==> config.mk <==
export PLATFORM = sky130hd
export DESIGN_NAME = read_port
export DESIGN_NICKNAME = d
export VERILOG_FILES = /design/src/rtl/read_port_pkg.sv /design/src/rtl/read_port_addr_counter.sv /design/src/rtl/read_port.sv
export SDC_FILE = /design/constraint.sdc
export NUM_CORES = 1
export LEC_CHECK = 0
export BUFFER_PORTS_ARGS = -buffer_cell sky130_fd_sc_hd__buf_2
export CORE_UTILIZATION = 45
export CTS_CLUSTER_DIAMETER = 30
export DETAILED_ROUTE_END_ITERATION = 8
export PLACE_DENSITY = 0.77
export SLEW_MARGIN = 20
export SYNTH_ARGS = -nofsm -noshare
export SYNTH_HDL_FRONTEND = slang
export SYNTH_HIERARCHICAL = 1
export SYNTH_SLANG_ARGS = --single-unit
==> constraint.sdc <==
create_clock -name clk -period 2.4 [get_ports clk]
set_input_delay 0.36 -clock clk [delete_from_list [all_inputs] [get_ports clk]]
set_output_delay 0.36 -clock clk [all_outputs]
set_load 0.05 [all_outputs]
==> src/rtl/read_port_pkg.sv <==
// Definitions shared by the read and write ports of the memory.
// Holds the port state encoding and the default address and data widths.
package read_port_pkg;

  localparam int DEFAULT_ADDRESS_WIDTH = 8;
  localparam int DEFAULT_DATA_WIDTH    = 32;

  typedef enum logic [1:0] {
    ST_IDLE    = 2'd0,
    ST_FETCH   = 2'd1,
    ST_CAPTURE = 2'd2
  } port_state_e;

endpackage

==> src/rtl/read_port_addr_counter.sv <==
// Address pointer that can be loaded or incremented, and wraps at the top of its range.
// The read side and the write side both use this pointer.
module addr_counter
  import read_port_pkg::*;
#(
  parameter int WIDTH = DEFAULT_ADDRESS_WIDTH
) (
  input  logic             clk,
  input  logic             reset,
  input  logic             load,
  input  logic [WIDTH-1:0] load_addr,
  input  logic             incr,
  output logic [WIDTH-1:0] count
);

  logic [WIDTH-1:0] count_d;
  logic [WIDTH-1:0] count_q;

  // Load takes priority over increment. Incrementing from all ones wraps to zero.
  always_comb begin
    count_d = count_q;
    if (load) begin
      count_d = load_addr;
    end else if (incr) begin
      count_d = count_q + WIDTH'(1);
    end
  end

  always_ff @(posedge clk) begin
    if (reset) begin
      count_q <= '0;
    end else begin
      count_q <= count_d;
    end
  end

  assign count = count_q;

endmodule

==> src/rtl/read_port.sv <==
// Read port that fetches one word per accepted start through an IDLE/FETCH/CAPTURE sequence.
// The port tracks emptiness by comparing its read pointer with the writer's pointer.
module read_port
  import read_port_pkg::*;
#(
  parameter int ADDRESS_WIDTH = DEFAULT_ADDRESS_WIDTH,
  parameter int DATA_WIDTH    = DEFAULT_DATA_WIDTH
) (
  input  logic                     clk,
  input  logic                     reset,
  input  logic                     start,
  input  logic                     load,
  input  logic [ADDRESS_WIDTH-1:0] load_addr,
  input  logic [ADDRESS_WIDTH-1:0] wr_ptr,
  output logic                     mem_rd_en,
  output logic [ADDRESS_WIDTH-1:0] mem_addr,
  input  logic [DATA_WIDTH-1:0]    mem_rdata,
  output logic                     ready,
  output logic [DATA_WIDTH-1:0]    data,
  output logic                     valid,
  output logic                     empty
);

  port_state_e             state_d, state_q;
  logic [DATA_WIDTH-1:0]   data_d, data_q;
  logic                    valid_d, valid_q;
  logic                    load_ptr;
  logic                    incr_ptr;
  logic [ADDRESS_WIDTH-1:0] rd_ptr;

  addr_counter #(
    .WIDTH(ADDRESS_WIDTH)
  ) u_rd_ptr (
    .clk      (clk),
    .reset    (reset),
    .load     (load_ptr),
    .load_addr(load_addr),
    .incr     (incr_ptr),
    .count    (rd_ptr)
  );

  // Once a read leaves IDLE, it always runs to completion. Reset is the only way to abort it.
  always_comb begin
    state_d   = state_q;
    data_d    = data_q;
    valid_d   = 1'b0;
    load_ptr  = 1'b0;
    incr_ptr  = 1'b0;
    mem_rd_en = 1'b0;
    case (state_q)
      ST_IDLE: begin
        if (load) begin
          load_ptr = 1'b1;
        end else if (start && !empty) begin
          state_d = ST_FETCH;
        end
      end
      ST_FETCH: begin
        mem_rd_en = 1'b1;
        state_d   = ST_CAPTURE;
      end
      ST_CAPTURE: begin
        data_d   = mem_rdata;
        valid_d  = 1'b1;
        incr_ptr = 1'b1;
        state_d  = ST_IDLE;
      end
      default: begin
        state_d = ST_IDLE;
      end
    endcase
  end

  always_ff @(posedge clk) begin
    if (reset) begin
      state_q <= ST_IDLE;
      data_q  <= '0;
      valid_q <= 1'b0;
    end else begin
      state_q <= state_d;
      data_q  <= data_d;
      valid_q <= valid_d;
    end
  end

  assign mem_addr = rd_ptr;
  assign empty    = (rd_ptr == wr_ptr);
  assign ready    = (state_q == ST_IDLE);
  assign data     = data_q;
  assign valid    = valid_q;

endmodule

==> results.txt, run 1 <==
fin util - 59.9%
most common cell in the synthesized netlist - nand2_1
Clock Skew - 0.00478 ns
Yosys top cell area share - 45.9%
post-synthesis async set-or-reset flop share - 0%
DR vias - 1759
Avg Inst Size Synth - 8.72 um^2
layout cells sized above 1 - 40.8%
Yosys warning count - 6
Clock Latency Late Sink - 0.29 ns
Post-CTS Resized - 0
CTS Root Cell - clkbuf_8
Crit-path slowest cell - dfxtp_1
Initial Utilization - 46.9%
Max Transition Viols Final - 0
worst slew pin tran - 0.408 ns
dpl hpwl - 2930 um
full die area - 4430 um^2
Synth-to-Final Area Change - 27.8%
leakage - 1.03 nW
pwr dens - 602 nW/um^2
synth top area cells - dfxtp_1 46%, nand2_1 13%, a21oi_2 8.9%, a21oi_1 4.3%, xnor2_1 3.7%
vias per std cell - 4.94
Routed WL - 4290 um
initial antenna violation count - 0
Worst R2R Path Depth - 5
worst vdd ir - 0.000332 V
initial DRC count - 50
Die H - 66.5 um
CP Cell Sequence - xnor2_1 -> nand4_1 -> nor2_1 -> buf_2
critical path class - register to output port
Critical Path RT - 2.04 ns
Final Hold Viols - 0
first-pass GRT wire length - 6400 um
GRT Total Usage - 19.1%
unrepaired setup endpoints after global routing - false
Cell Rows - 23
status - completed
cell family with most CP delay - flip-flops
FF-to-FF Start - state_q[0]
reg2reg setup slack - 0.57 ns
hold path startpoint - mem_rdata[22]
Avg WL per Cell - 12.1 um
ys flop type - dfxtp_1
slew margin rel. - 72.8%
drc violations - 0
Peak Freq - 0.543 GHz
Syn Nets - 268
GP Congestion - 0.778
Final nets - 358
Post-synth EDFFs - 0
register area share after synthesis - 45.9%
top post-synthesis cells by count - 66 x nand2_1, 43 x dfxtp_1, 19 x a21oi_2
Worst Hold Class - primary input to register
H-tree Lvls - 2
fin crit period - 1.84 ns
# hold bufs at CTS - 0
Cells after Synth - 215
Max-Cap Viols - 0
ant diodes - 0
Final setup viols - 0
Worst Hold Depth - 3
Core Area - 4000 um^2
clock sink count - 43
Netlist Area Pre-Place - 1870 um^2
GRT Residual Overflow - 0
Yosys cell types - 31
pin count of the biggest net entering global routing - 43
clock slew seen by the registers of the worst setup and hold paths - 0.08 ns
CTS Buf Count - 5
Max Root-Sink Buffers - 2
Worst R2R End - u_rd_ptr/count[5]
DRT Pass-1 Iters - 4
Crit. End Element - output port
fin crit share - 76.7%
cell taking the most area after synthesis - dfxtp_1
hold worst-path end - data[22]
CP peak stage delay - 0.52 ns
Seq cells post-synth - 43
# port buffers - 95
CTS tree - built
CP bufs+invs - 1
critical path fanouts, max - 7
Die Width - 66.5 um
vias in the first global route - 1484
antenna-violating nets left - 0
num ports - 96
setup TNS - 0 ns
startpoint types - register
WP data arrival - 1.48 ns
post-CTS setup buffers - 0
-- how the worst max path moves through the flow --
stage                      startpoint                 to  slack [ns]  depth (start not counted)
floorplan           u_rd_ptr/count[0]              empty        0.36                          3
global placement                 load  u_rd_ptr/count[7]        0.62                          5
detailed placement         state_q[0]  u_rd_ptr/count[5]        0.60                          5
CTS                 u_rd_ptr/count[3]              empty        0.53                          4
global route        u_rd_ptr/count[3]              empty        0.43                          4
finish              u_rd_ptr/count[3]              empty        0.56                          4
-- metal layers --
layer / up-vias / global-route usage [%] / wire [um]
met1: 791 / 23.5 / 2010
met3: 9 / 4.11 / 245
li1: 893 / - / -
met5: - / 0 / 0
met2: 66 / 31.1 / 1940
met4: 0 / 10.1 / 94
-- flip-flops by register name, summed over array words and instances, names as in the netlist --
| register | flops |
|---|---|
| data | 32 |
| state_q | 2 |
| valid | 1 |
| u_rd_ptr/count | 8 |
-- worst min-delay path, delay by kind of cell --
kind | cells | cell delay (ns)
buffers and inverters | 1 | 0.09
and+or+nand+nor | 1 | 0.05
AOI/OAI and AO/OA | 1 | 0.05
-- metrics by stage --
stage	cells	hold WS [ns]	power, mW	setup slack, ns	instance area, um^2
floorplan	215	0.494	0.940	0.356	1870
global placement	348	0.438	1.01	0.625	2310
detailed placement	348	0.445	1.01	0.598	2310
CTS	356	0.295	1.46	0.533	2390
global route	356	0.301	1.50	0.429	2390
finish	356	0.299	1.44	0.559	2390
-- cells in the final DEF (no fill, tap or decap) --
| cell | instances |
|---|---|
| clkinv_2 | 1 |
| ha_1 | 1 |
| and2_1 | 1 |
| nand2_1 | 66 |
| nor2_1 | 9 |
| clkinv_4 | 1 |
| nor3_1 | 1 |
| o2111a_1 | 1 |
| mux2_2 | 1 |
| o21a_1 | 1 |
| nor3b_1 | 3 |
| dfxtp_1 | 43 |
| mux2i_1 | 2 |
| clkbuf_1 | 1 |
| or3b_1 | 1 |
| a21oi_1 | 16 |
| buf_4 | 2 |
| nand2b_1 | 1 |
| inv_1 | 2 |
| or4_1 | 2 |
| o31a_1 | 1 |
| a211oi_1 | 3 |
| buf_2 | 95 |
| nor2b_1 | 2 |
| a21oi_2 | 19 |
| clkbuf_8 | 5 |
| nand3_1 | 3 |
| nand4_1 | 5 |
| xnor2_1 | 8 |
| xor2_1 | 4 |
| clkinvlp_4 | 1 |
| o211ai_1 | 4 |
-- cells by family after synthesis --
| logic type | count (synthesis) | share of synthesized area, % |
|---|---|---|
| compound gates | 45 | 17.4 |
| xor+xnor | 12 | 5.61 |
| fa+ha+maj | 1 | 0.667 |
| buf+inv | 17 | 7.14 |
| flops | 43 | 45.9 |
| mux | 3 | 1.67 |
| simple gates | 94 | 21.6 |
-- layout make-up --
class | instances | area (um^2)
clock buffers | 6 | 72.6
multi-input cells | 155 | 880
fillers | 373 | 1610
inverters | 3 | 16.3
clock inverters | 2 | 12.5
flip-flops and latches | 43 | 861
well taps | 50 | 62.6
repair buffers | 97 | 490
-- report_power, final --
part / leakage [nW] / switching, mW / total [mW] / internal, mW
sequential: 0.349 / 0.0259 / 0.761 / 0.735
combinational: 0.640 / 0.153 / 0.235 / 0.0821
clock: 0.0412 / 0.242 / 0.446 / 0.203
No activity file was read; power rests on OpenSTA's default activity.
==> inputs of run 2 (changes only) <==
--- a/config.mk
+++ b/config.mk
@@ -5,6 +5,7 @@
 export SDC_FILE = /design/constraint.sdc
 export NUM_CORES = 1
 export LEC_CHECK = 0
+export ABC_AREA = 1
 export BUFFER_PORTS_ARGS = -buffer_cell sky130_fd_sc_hd__buf_2
 export CORE_UTILIZATION = 45
 export CTS_CLUSTER_DIAMETER = 30
==> constraint.sdc (replaced) <==
create_clock -name clk -period 1.8 [get_ports clk]
set_input_delay 0.27 -clock clk [delete_from_list [all_inputs] [get_ports clk]]
set_output_delay 0.27 -clock clk [all_outputs]
set_load 0.05 [all_outputs]
==> run 2 against run 1 <==
Against the previous run: die area is 1.8% higher; via count up 10%; cell area grew 4.2%; critical path depth grew 3; power rose by 38%; combinational power rose by 65%; largest cell class unchanged.
==> results.txt, run 2 <==
clock share of power - 28.9%
Avg WL per Cell - 10.6 um
# port buffers - 95
Tot Pwr - 1.99 mW
cell taking the most area after synthesis - dfxtp_1
Switching Power - 0.598 mW
slew margin rel. - 79.4%
Seq cells post-synth - 43
DRT Pass-1 Iters - 4
leakage - 1.26 nW
DR vias - 1941
most common cell in the synthesized netlist - nor2_1
Clock Skew - 0.00301 ns
Synth-to-Final Area Change - 30.7%
GP Congestion - 0.799
Yosys top cell area share - 45.1%
Cell Rows - 23
critical path fanouts, max - 7
layout cells sized above 1 - 36.5%
Netlist Area Pre-Place - 1910 um^2
vias in the first global route - 1595
Core Area - 4030 um^2
CP bufs+invs - 2
status - completed
CP Cell Sequence - nand2_1 -> inv_1 -> nor2_1 -> nor2_1 -> nand2_1 -> nor2_2 -> buf_4
Final setup viols - 0
Die Width - 67.1 um
GRT Residual Overflow - 0
Worst R2R End - u_rd_ptr/count[0]
Reg power frac - 51.6%
Syn Nets - 319
initial antenna violation count - 0
Initial Utilization - 47.4%
ant diodes - 0
num ports - 96
full die area - 4510 um^2
pin count of the biggest net entering global routing - 34
Max Root-Sink Buffers - 2
Cells after DPL - 406
Clock Latency Late Sink - 0.29 ns
Pint - 1.39 mW
reg2reg setup slack - 0.47 ns
CTS Root Cell - clkbuf_8
Critical Path RT - 1.53 ns
top post-synthesis cells by count - 75 x nor2_1, 43 x dfxtp_1, 36 x nand2_1
Sw Share - 30.1%
Logic pwr share - 19.5%
CTS Buf Count - 5
startpoint types - register
pwr dens - 797 nW/um^2
most frequent cells in the layout - 94 x buf_2, 74 x nor2_1, 39 x dfxtp_1
Crit. End Element - output port
setup TNS - 0 ns
Worst Hold Class - primary input to register
ys flop type - dfxtp_1
worst slew pin tran - 0.309 ns
fin crit share - 91.6%
clock sink count - 43
CTS tree - built
hold path startpoint - mem_rdata[26]
worst vdd ir - 0.000535 V
Max Transition Viols Final - 0
clock slew seen by the registers of the worst setup and hold paths - 0.08 ns
fin util - 62.0%
Final Hold Viols - 0
WP data arrival - 1.38 ns
Worst R2R Path Depth - 7
vias per std cell - 4.69
Routed WL - 4390 um
unrepaired setup endpoints after global routing - false
Post-synth EDFFs - 0
number of flip-flops in the largest register - 32
Yosys cell types - 26
# hold bufs at CTS - 0
Peak Freq - 0.607 GHz
register area share after synthesis - 45.1%
H-tree Lvls - 2
Max-Cap Viols - 0
initial DRC count - 127
GRT Total Usage - 19.8%
Yosys warning count - 6
cell family with most CP delay - flip-flops
critical path class - register to output port
dpl hpwl - 3210 um
Avg Inst Size Synth - 7.18 um^2
first-pass GRT wire length - 6760 um
commonest non-fill, non-tap cell in the layout - buf_2
Final nets - 416
Worst Hold Depth - 3
hold worst-path end - data[26]
Finished Layout Cells - 414
antenna-violating nets left - 0
FF-to-FF Start - state_q[1]
drc violations - 0
post-synthesis async set-or-reset flop share - 0%
Cells after Synth - 266
Die H - 67.1 um
CP peak stage delay - 0.46 ns
synth top area cells - dfxtp_1 45%, nor2_1 15%, o21ai_0 8.1%, nand2_1 7.1%, inv_1 4.3%
Crit-path slowest cell - dfxtp_1
fin crit period - 1.65 ns
[run 2: per-layer routing]
layer  up-vias  share of wire (%)  GRT usage [%]
met2        64                 46           33.0
li1       1025                  -              -
met4         0                1.3           7.18
met1       846                 45           23.6
met3         6                7.7           6.25
met5         -                  0              0
[run 2: area by class of cell]
cell class | instances | area, um^2
clock buffers | 7 | 76.3
inverters | 26 | 103
clock inverters | 1 | 5.00
flip-flops and latches | 43 | 866
fillers | 386 | 1530
repair buffers | 100 | 515
multi-input cells | 187 | 868
well taps | 50 | 62.6
[run 2: how the worst max path moves through the flow]
stage,start,depth (start not counted),to
CTS,u_rd_ptr/count[2],7,empty
finish,u_rd_ptr/count[1],7,empty
detailed placement,u_rd_ptr/count[2],7,empty
floorplan,u_rd_ptr/count[2],6,empty
global placement,u_rd_ptr/count[2],7,empty
global route,u_rd_ptr/count[2],7,empty
[run 2: timing repair]
| action | in CTS | in global routing |
|---|---|---|
| buffers inserted | 0 | 0 |
| setup endpoints to repair | 0 | 1 |
| resized for setup | 0 | 6 |
[run 2: tightest hold or removal path, stage by stage]
cell     delay, ns
buf_2         0.08
o21ai_1       0.05
nor2_1        0.07
[run 2: power by group through the flow]
stage	clock (mW)	combinational, mW	sequential [mW]
after floorplan	0	0.148	1.17
after global placement	0	0.384	1.04
after detailed placement	0	0.388	1.05
after CTS	0.595	0.389	1.02
after global routing	0.635	0.424	1.03
final	0.575	0.387	1.03
[run 2: kinds of logic after synthesis]
| group | after synthesis | synth area share (%) |
|---|---|---|
| and+or+nand+nor | 137 | 30.5 |
| AOI/OAI and AO/OA | 48 | 13.7 |
| DFF | 43 | 45.1 |
| buffers and inverters | 36 | 9.57 |
| xor gates and xnor gates | 1 | 0.459 |
| adders and majority gates | 1 | 0.655 |
[run 2: stage by stage]
step / hold WS [ns] / cell area [um^2] / worst slack (ns)
floorplan: 0.332 / 1910 / 0.00379
global placement: 0.455 / 2410 / 0.405
detailed placement: 0.465 / 2410 / 0.353
CTS: 0.209 / 2490 / 0.0235
global route: 0.216 / 2500 / 0.0152
finish: 0.213 / 2500 / 0.152
